`config.mk`:
```
export PLATFORM = sky130hd
export DESIGN_NAME = round_judge
export DESIGN_NICKNAME = d
export VERILOG_FILES = /design/src/rtl/round_judge.sv
export SDC_FILE = /design/constraint.sdc
export NUM_CORES = 1
export LEC_CHECK = 0
export CAP_MARGIN = 20
export CORE_ASPECT_RATIO = 0.8
export CORE_UTILIZATION = 55
export CTS_BUF_LIST = sky130_fd_sc_hd__clkbuf_8
export CTS_CLUSTER_SIZE = 40
export DETAILED_ROUTE_END_ITERATION = 12
export PLACE_DENSITY_LB_ADDON = 0.1
export RECOVER_POWER = 100
export REMOVE_ABC_BUFFERS = 1
export SYNTH_ARGS = -nofsm -noshare
export SYNTH_HDL_FRONTEND = slang
export SYNTH_SLANG_ARGS = --single-unit
```
`constraint.sdc`:
```
create_clock -name clk -period 6.51 [get_ports clk]
set_input_delay 1.302 -clock clk [delete_from_list [all_inputs] [get_ports clk]]
set_output_delay 1.302 -clock clk [all_outputs]
set_load 0.02 [all_outputs]
```
`src/rtl/round_judge.sv`:
```
// One round of the rescue game: rescue target, countdown timer, outcome pulse.
// Optional LEVEL_TIME_SCALE_EN shortens round time at higher levels.
module round_judge #(
  parameter int unsigned ROUND_TIME  = 60,
  parameter int unsigned BASE_TARGET = 2,
  parameter int unsigned MIN_TIME    = 20
) (
  input  logic       clk,
  input  logic       reset,
  input  logic       start,
  input  logic       tick_1hz,
  input  logic [4:0] level,
  input  logic       rescue,
  input  logic       hit,
  input  logic       game_over,
  input  logic       game_won,
  output logic       finish,
  output logic       win,
  output logic [7:0] time_left,
  output logic [4:0] rescued,
  output logic [4:0] target,
  output logic       playing
);

  typedef enum logic [1:0] {
    IDLE    = 2'd0,
    PLAY    = 2'd1,
    RESOLVE = 2'd2,
    DONE    = 2'd3
  } state_t;

  state_t     state_q, state_d;
  logic [7:0] time_left_q, time_left_d;
  logic [4:0] rescued_q, rescued_d;
  logic [4:0] target_q, target_d;
  logic       win_r_q, win_r_d;

  logic       can_start;
  logic [5:0] tgt_sum;
  logic [4:0] tgt_sat;
  logic [7:0] load_time;
  logic [5:0] resc_sum;
  logic [4:0] resc_inc;
  logic       goal_hit;
  logic       time_out;

  assign can_start = start && !game_over && !game_won;

  assign tgt_sum = {1'b0, level} + 6'(BASE_TARGET);
  assign tgt_sat = (tgt_sum > 6'd31) ? 5'd31 : tgt_sum[4:0];

`ifdef LEVEL_TIME_SCALE_EN
  logic [4:0]        lvl_eff;
  logic signed [8:0] scaled;
  assign lvl_eff = (level == 5'd0) ? 5'd1 : level;
  assign scaled  = $signed(9'(ROUND_TIME))
                 - $signed({3'b000, lvl_eff, 1'b0})
                 + 9'sd2;
  assign load_time = (scaled < $signed(9'(MIN_TIME)))
                   ? 8'(MIN_TIME) : scaled[7:0];
`else
  assign load_time = 8'(ROUND_TIME);
`endif

  assign resc_sum = {1'b0, rescued_q} + 6'd1;
  assign resc_inc = (rescued_q == 5'd31) ? 5'd31 : resc_sum[4:0];
  assign goal_hit = rescue && (resc_sum >= {1'b0, target_q});
  assign time_out = tick_1hz && (time_left_q == 8'd1);

  always_ff @(posedge clk) begin
    if (reset) begin
      state_q <= IDLE;
    end else begin
      state_q <= state_d;
    end
  end

  always_comb begin
    state_d = state_q;
    unique case (state_q)
      IDLE:    if (can_start) state_d = PLAY;
      PLAY:    if (goal_hit || hit || time_out)
                 state_d = RESOLVE;
      RESOLVE: state_d = DONE;
      DONE:    if (!start) state_d = IDLE;
      default: state_d = IDLE;
    endcase
  end

  always_comb begin
    finish  = (state_q == RESOLVE);
    win     = finish && win_r_q;
    playing = (state_q == PLAY);
  end

  always_ff @(posedge clk) begin
    if (reset) begin
      time_left_q <= 8'd0;
      rescued_q   <= 5'd0;
      target_q    <= 5'd0;
      win_r_q     <= 1'b0;
    end else begin
      time_left_q <= time_left_d;
      rescued_q   <= rescued_d;
      target_q    <= target_d;
      win_r_q     <= win_r_d;
    end
  end

  // Counters freeze outside PLAY until the next round loads them.
  always_comb begin
    time_left_d = time_left_q;
    rescued_d   = rescued_q;
    target_d    = target_q;
    win_r_d     = win_r_q;
    unique case (state_q)
      IDLE: begin
        if (can_start) begin
          time_left_d = load_time;
          rescued_d   = 5'd0;
          target_d    = tgt_sat;
          win_r_d     = 1'b0;
        end
      end
      PLAY: begin
        if (rescue) rescued_d = resc_inc;
        if (goal_hit) begin
          win_r_d = 1'b1;
        end else if (hit) begin
          win_r_d = 1'b0;
        end else if (time_out) begin
          time_left_d = 8'd0;
          win_r_d     = 1'b0;
        end else if (tick_1hz && time_left_q != 8'd0) begin
          time_left_d = time_left_q - 8'd1;
        end
      end
      default: ;
    endcase
  end

  assign time_left = time_left_q;
  assign rescued   = rescued_q;
  assign target    = target_q;

endmodule

```
# After elaboration in Yosys (flattened, before gate mapping)
# Cells that the tools add are included.
# Widths: inputs -> output; s select.
[word_totals] ff_bits=21 in_bits=13 output_inout_bits=21 elab_cells=61
[op_classes] addsub=3 n_lt_le_gt_ge=2 n_eq_ne=13 mux=20 reduce_logical=18
[ops] op="$mux 8" n=5
[ops] op="$mux 5" n=4
[ops] op="$pmux 8 s2" n=1
[ops] op="$ne 2x2->1 const B" n=5
[ops] op="$pmux 5 s2" n=1
[ops] op="$reduce_and 3->1" n=3
[ops] op="$eq 8x1->1 const B" n=1
[ops] op="$pmux 2 s4" n=1
[ops] op="$reduce_bool 8->1" n=1
[ops] op="$sub 8x1->8 const B" n=1
[ops] op="$add 5x1->6 const B" n=1
[ops] op="$add 5x2->6 const B" n=1
[ops] op="$ge 6x5->1" n=1
[ops] op="$gt 6x5->1 const B" n=1
[ops] op="$logic_and 1x1->1" n=6
[ops] op="$mux 2" n=3
[ops] op="$eq 5x5->1 const B" n=1
[ops] op="$reduce_and 5->1" n=1
[ops] op="$eq 2x2->1 const B" n=2
[ops] op="$mux 1" n=4
[ops] op="$ne 4x2->1 const B" n=1
[ops] op="$ne 3x1->1 const B" n=1
[ops] op="$eq 2x1->1 const B" n=1
[ops] op="$logic_not 1->1" n=2
[ops] op="other kinds (6)" n=7

# Longest topological paths before layout
# Gate-level depths: netlist of run 1.
[depth] ltp_word=7 depth_mapped=9 depth_no_buf=9

# Least setup slack after synthesis of run 1
# Ideal clock, no wire load.
[synth_timing] kind="input to register" start="input game_won" end="register time_left_q[6], in the netlist time_left[6]" setup_time_ns=0.070 arrival_ns=2.751 required_ns=6.440 slack_ns=3.689 cell_stages=7 n_path_buf=1 path_cell_list="nand4bb_1 -> clkbuf_1 -> o21a_1 -> nor4b_1 -> a21bo_2 -> or2_2 -> o2bb2ai_1"
[synth_via] elab_chain_cells=4
[synth_lines] element="start, declared" line="16" source="input logic game_won,"
[synth_lines] element="$logic_not 1->1" line="47" source="assign can_start = start && !game_over && !game_won;"
[synth_lines] element="$logic_and 1x1->1" line="47"
[synth_lines] element="$ne 2x2->1 (no source line)"
[synth_lines] element="$reduce_and 5->1 (no source line)"
[synth_lines] element="end signal, assigned" line="103" source="time_left_q <= time_left_d;"
[synth_lines] element="end, declared" line="33" source="logic [7:0] time_left_q, time_left_d;"
# No other way between the ends.
# A chain may end at the register's enable or synchronous reset.

# Worst setup path after layout of run 1
[layout_timing] start="input start" end="register time_left_q[4], in the netlist time_left[4]"
[layout_via] elab_chain_cells=4
[layout_lines] element="start, declared" line="10" source="input logic start,"
[layout_lines] element="$logic_and 1x1->1 (2 in series)" line="47"
[layout_lines] element="$ne 2x2->1 (no source line)"
[layout_lines] element="$reduce_and 5->1 (no source line)"
# No other way between the ends.

==> out/metrics.cfg, run 1 <==
[floorplan]
rows = 15
io_pins = 34
core_um2 = 2270
die_x_um = 58.4
die-area_um2 = 2750
start_util = 0.615
dieHeight_um = 47.1

[job]
maxCapViolCount = 0

[route]
totalWireLength_mm = 3.51
routedWlPerCell_um = 15.1
first_iter_violations = 72
viasPerCell = 6.00
firstDrtPassIters = 4
ant_nets = 0
drcViolationCount = 0
via_count = 1399

[cts]
cts.path.max_buffers = 2
cts.sinks = 21
cts_buffers = 3
cts_resized = 0
cts_setup_buffers = 0
clkTransAtPathRegs_ns = 0.08
hold_buffers = 0
htreeDepth = 1
clock-root-buffer = clkbuf_8
cts_tree = built
clk_latency_ns = 0.26

[cells_and_area]
antennaDiodeCount = 0
multi_input_area_um2 = 897
stdcell_count = 233
num-fill-cells = 158
fin_nets = 229
final_core_util = 0.786
regArea_um2 = 420
syn_to_final_growth_pct = 27.8
layout_commonest_cell = dlygate4sd3_1
layout_common_cells = dlygate4sd3_1 (23), dfxtp_1 (21), ha_1 (16)
drive_gt1_frac = 0.0452

[pwr]
internal_power_mw = 0.255
switchingPower_mw = 0.161
powerDensity_nw_per_um2 = 233
comb_power_share = 0.417
clkPwrFrac = 0.213
swShare = 0.387
seqPwrFrac = 0.370
vdd_drop_max_uv = 216
total_power_mw = 0.416
leakage_nw = 0.740

[timing]
post-route-period-util = 0.596
hold_viol = 0
fin_crit_ns = 3.88
slew_violations = 0
timing.slew.headroom = 0.328
clock.fmax_mhz = 258
setup_tns_ns = 0
setup_violations = 0
tightest_slew_ns = 0.999
rsz0062_at_grt = no
skew_ns = 0.00463

[synthesis]
synthArstFlopShare = 0
synth_area_um2 = 1400
synth_warnings = 0
yosysSeqAreaShare = 0.301
avgSynthCellArea_um2 = 8.42
synth_flop_cell = dfxtp_1
synth_cells = 166
synth_cell_types = 44
synth-edff-count = 0
synth_seq_cells = 21

[placement]
port_buffers = 33
dp_cells = 229
dp_hpwl_mm = 2.66
gp_congestion = 0.885

[run_status]
status = finished, final reports clean

[grt]
grt_max_degree = 25
antenna_found_initial = 0
grt_pass1_vias = 1203
track_usage = 0.279
grt_pass1_wl_mm = 5.55
gr-total-overflow = 0

[worst_setup_path]
critPathRequiredTime_ns = 6.63
worstPathArrival_ns = 4.00
path_class = in2reg
worstPathMaxFanout = 8
end_kind = flop
start_kind = primary input

[min_path]
min_path_type = reg2reg

-- synthesized netlist by cell type, drive strengths merged (2+ instances only) --
cell | instances | area share
dfxtp | 21 | 0.30
ha | 16 | 0.14
inv | 13 | 0.035
nand2 | 13 | 0.035
o21ai | 12 | 0.046
a21oi | 10 | 0.036
nor2 | 9 | 0.024
nor3 | 8 | 0.029
nand3 | 6 | 0.021
nand2b | 5 | 0.022
clkbuf | 4 | 0.012
or3 | 4 | 0.020
a221oi | 3 | 0.019
mux2i | 3 | 0.021
o21a | 3 | 0.016
xor2 | 3 | 0.019
a211oi | 2 | 0.011
a31oi | 2 | 0.0090
and3 | 2 | 0.0090
nand3b | 2 | 0.011
nand4 | 2 | 0.0090
o211ai | 2 | 0.011
o2bb2ai | 2 | 0.013
o32ai | 2 | 0.013
-- metrics by stage --
step	hold slack (ns)	cell area (um2)	worst slack, ns
after detailed placement	0.476	1750	3.00
after floorplan	0.443	1380	3.66
final	0.488	1790	2.63
after global routing	0.506	1790	2.46
after CTS	0.490	1800	3.27
after global placement	0.473	1750	3.07
-- layer usage --
| metal | wire, um | track usage | vias up | part of all wire |
|---|---|---|---|---|
| met2 | 1660 | 0.478 | 69 | 0.47 |
| met5 | 0 | 0 | - | 0 |
| met4 | 51 | 0.105 | 0 | 0.015 |
| met1 | 1550 | 0.353 | 648 | 0.44 |
| met3 | 243 | 0.0634 | 8 | 0.069 |
| li1 | - | - | 674 | - |
-- cells by family (layout without fill, tap and decap cells) --
kind of cell               after synthesis  count (layout)  synth area share
AOI/OAI and AO/OA                       44              44             0.218
muxes                                    3               3            0.0215
and+or+nand+nor                         61              61             0.245
buffers and inverters                   17              50            0.0466
adders and majority gates               16              16             0.143
DFF                                     21              21             0.301
xor gates and xnor gates                 4               4            0.0251
-- state kept, by name, summed over array words and instances (netlist names) --
register / count
target: 5
time_left: 8
state_q: 2
win_r_q: 1
rescued: 5
-- path summary, 6_finish.rpt --
check	start	to	slack, ns	depth (start not counted)
max	start	time_left[4]$_SDFFE_PP0P_	2.63	7
min	time_left[7]$_SDFFE_PP0P_	time_left[7]$_SDFFE_PP0P_	0.49	1
max reg2reg	rescued[0]$_SDFFE_PP0P_	time_left[4]$_SDFFE_PP0P_	3.45	9
min reg2reg	time_left[7]$_SDFFE_PP0P_	time_left[7]$_SDFFE_PP0P_	0.49	1
-- power groups by stage --
| stage | registers (mW) | logic, mW | clock network [mW] |
|---|---|---|---|
| 3_3_place_gp | 0.156 | 0.169 | 0 |
| 6_report | 0.154 | 0.173 | 0.0885 |
| 5_1_grt | 0.156 | 0.189 | 0.0934 |
| 2_1_floorplan | 0.163 | 0.108 | 0 |
| 4_1_cts | 0.154 | 0.179 | 0.0891 |
| 3_5_place_dp | 0.157 | 0.177 | 0 |
-- area by class of cell --
cell class / count / share of cell area
clock inverter: 1 / 0.00280
multi-input combinational: 128 / 0.502
sequential: 21 / 0.235
clock buffer: 3 / 0.0231
timing repair buffer: 33 / 0.185
inverter: 13 / 0.0273
tap: 34 / 0.0238
-- worst max-delay path, cell delays in order --
cell	delay, ns
dlygate4sd3_1	0.59
nand4bb_1	0.31
o21a_1	0.23
nor4b_1	0.34
a21boi_0	0.84
mux2i_1	0.29
a21oi_1	0.09
(Power assumes the default switching activity.)
==> run 2: changes to the inputs <==
CORE_UTILIZATION = 46   (was 55)
clock period = 3.5 ns   (was 6.51 ns; I/O delays follow)
==> run 2 against run 1 <==
Cell area is 1.5% higher. Count of clock-buffer cells in the layout unchanged. First-iteration DRC count up 79%. Non-clock buffer count increased by 2. Sequential share of layout area shrank 0.36 points. Total power grew 87%. Cell count rose by 2.6%. Sequential power rose by 85%. Flip-flop and latch count unchanged. Setup slack lost 1.9 ns. Largest cell class unchanged. Largest power group unchanged.
==> out/metrics.cfg, run 2 (synthesis results as in run 1) <==
[job]
maxCapViolCount = 0

[cells_and_area]
syn_to_final_growth_pct = 29.7
drive_gt1_frac = 0.0547
layout_common_cells = dlygate4sd3_1 (23), dfxtp_1 (21), ha_1 (16)
stdcell_count = 239
final_core_util = 0.641
antennaDiodeCount = 0
layout_commonest_cell = dlygate4sd3_1
largest_reg_flops = 8
fin_nets = 231

[grt]
gr-total-overflow = 0
track_usage = 0.236
grt_max_degree = 25
grt_pass1_wl_mm = 5.98
antenna_found_initial = 0
grt_pass1_vias = 1306

[timing]
setup_violations = 0
skew_ns = 0.00416
tightest_slew_ns = 0.582
post-route-period-util = 0.792
timing.slew.headroom = 0.608
fin_crit_ns = 2.77
rsz0062_at_grt = no
slew_violations = 0
clock.fmax_mhz = 361
hold_viol = 0
setup_tns_ns = 0
setup_ws_ns = 0.730

[cts]
clock-root-buffer = clkbuf_8
clkTransAtPathRegs_ns = 0.08
clk_latency_ns = 0.26
cts.sinks = 21
cts.path.max_buffers = 2
cts_setup_buffers = 0
cts_resized = 0
cts_tree = built
hold_buffers = 0
cts_buffers = 3
htreeDepth = 1

[pwr]
total_power_mw = 0.779
powerDensity_nw_per_um2 = 430
leakage_nw = 0.748
vdd_drop_max_uv = 340

[placement]
port_buffers = 33
gp_congestion = 0.853
dp_cells = 235
dp_hpwl_mm = 2.67
dp_slack_ns = 0.561

[worst_setup_path]
worstPathArrival_ns = 2.97
critPathRequiredTime_ns = 3.70
critPathBufInv = 1
start_kind = primary input
path_class = in2reg
crit_path_cell_trace = dlygate4sd3_1 -> nand4bb_1 -> o21a_1 -> nor4b_1 -> a21bo_1 -> or2_2 -> o21ai_0
slowest_delay_ns = 0.55
end_kind = flop
cp_top_family = simple AND/OR/NAND/NOR gates
cpMaxStageDelayCell = dlygate4sd3_1
worstPathMaxFanout = 8

[route]
totalWireLength_mm = 3.43
ant_nets = 0
routedWlPerCell_um = 14.4
first_iter_violations = 129
drcViolationCount = 0
viasPerCell = 5.75
via_count = 1375
firstDrtPassIters = 4

[floorplan]
rows = 17
die_x_um = 63.6
core_um2 = 2830
start_util = 0.494
die-area_um2 = 3260
io_pins = 34
dieHeight_um = 51.3

[min_path]
min_path_type = reg2reg

[run_status]
status = finished, final reports clean

[run 2: layer usage]
layer,GRT usage,vias up,wire [um]
met4,0.0568,0,36
met2,0.399,34,1610
met3,0.0558,4,151
met1,0.304,657,1630
met5,0,-,0
li1,-,680,-
[run 2: layout make-up]
| class | instances | area (um2) |
|---|---|---|
| inverter | 13 | 48.8 |
| timing repair buffer | 35 | 342 |
| clock inverter | 1 | 5.00 |
| sequential | 21 | 420 |
| multi-input combinational | 128 | 908 |
| clock buffer | 3 | 41.3 |
| fill | 235 | 1020 |
| tap | 38 | 47.5 |
[run 2: tightest hold or removal path: cells and delay by family (launching register included)]
family | cells | cell delay [ns]
compound gates | 1 | 0.05
flops | 1 | 0.33
simple gates | 1 | 0.06
[run 2: through the flow]
| stage | cell area, um2 | hold slack [ns] |
|---|---|---|
| global placement | 1770 | 0.471 |
| detailed placement | 1770 | 0.464 |
| CTS | 1820 | 0.478 |
| finish | 1810 | 0.483 |
| global route | 1810 | 0.508 |
| floorplan | 1380 | 0.443 |
[run 2: worst paths after layout]
check                           from                   endpoint  slack (ns)  depth (start not counted)
max                        game_over  time_left[0]$_SDFFE_PP0P_        0.73                          7
min           target[3]$_SDFFE_PP0P_     target[3]$_SDFFE_PP0P_        0.48                          2
max reg2reg  rescued[0]$_SDFFE_PP0P_    state_q[0]$_SDFFE_PP0P_        0.75                         10
min reg2reg   target[3]$_SDFFE_PP0P_     target[3]$_SDFFE_PP0P_        0.48                          2
[run 2: where the power goes]
part,internal [mW],total (mW),switching [mW]
Combinational,0.136,0.332,0.196
Sequential,0.261,0.285,0.0239
Clock,0.0794,0.162,0.0824
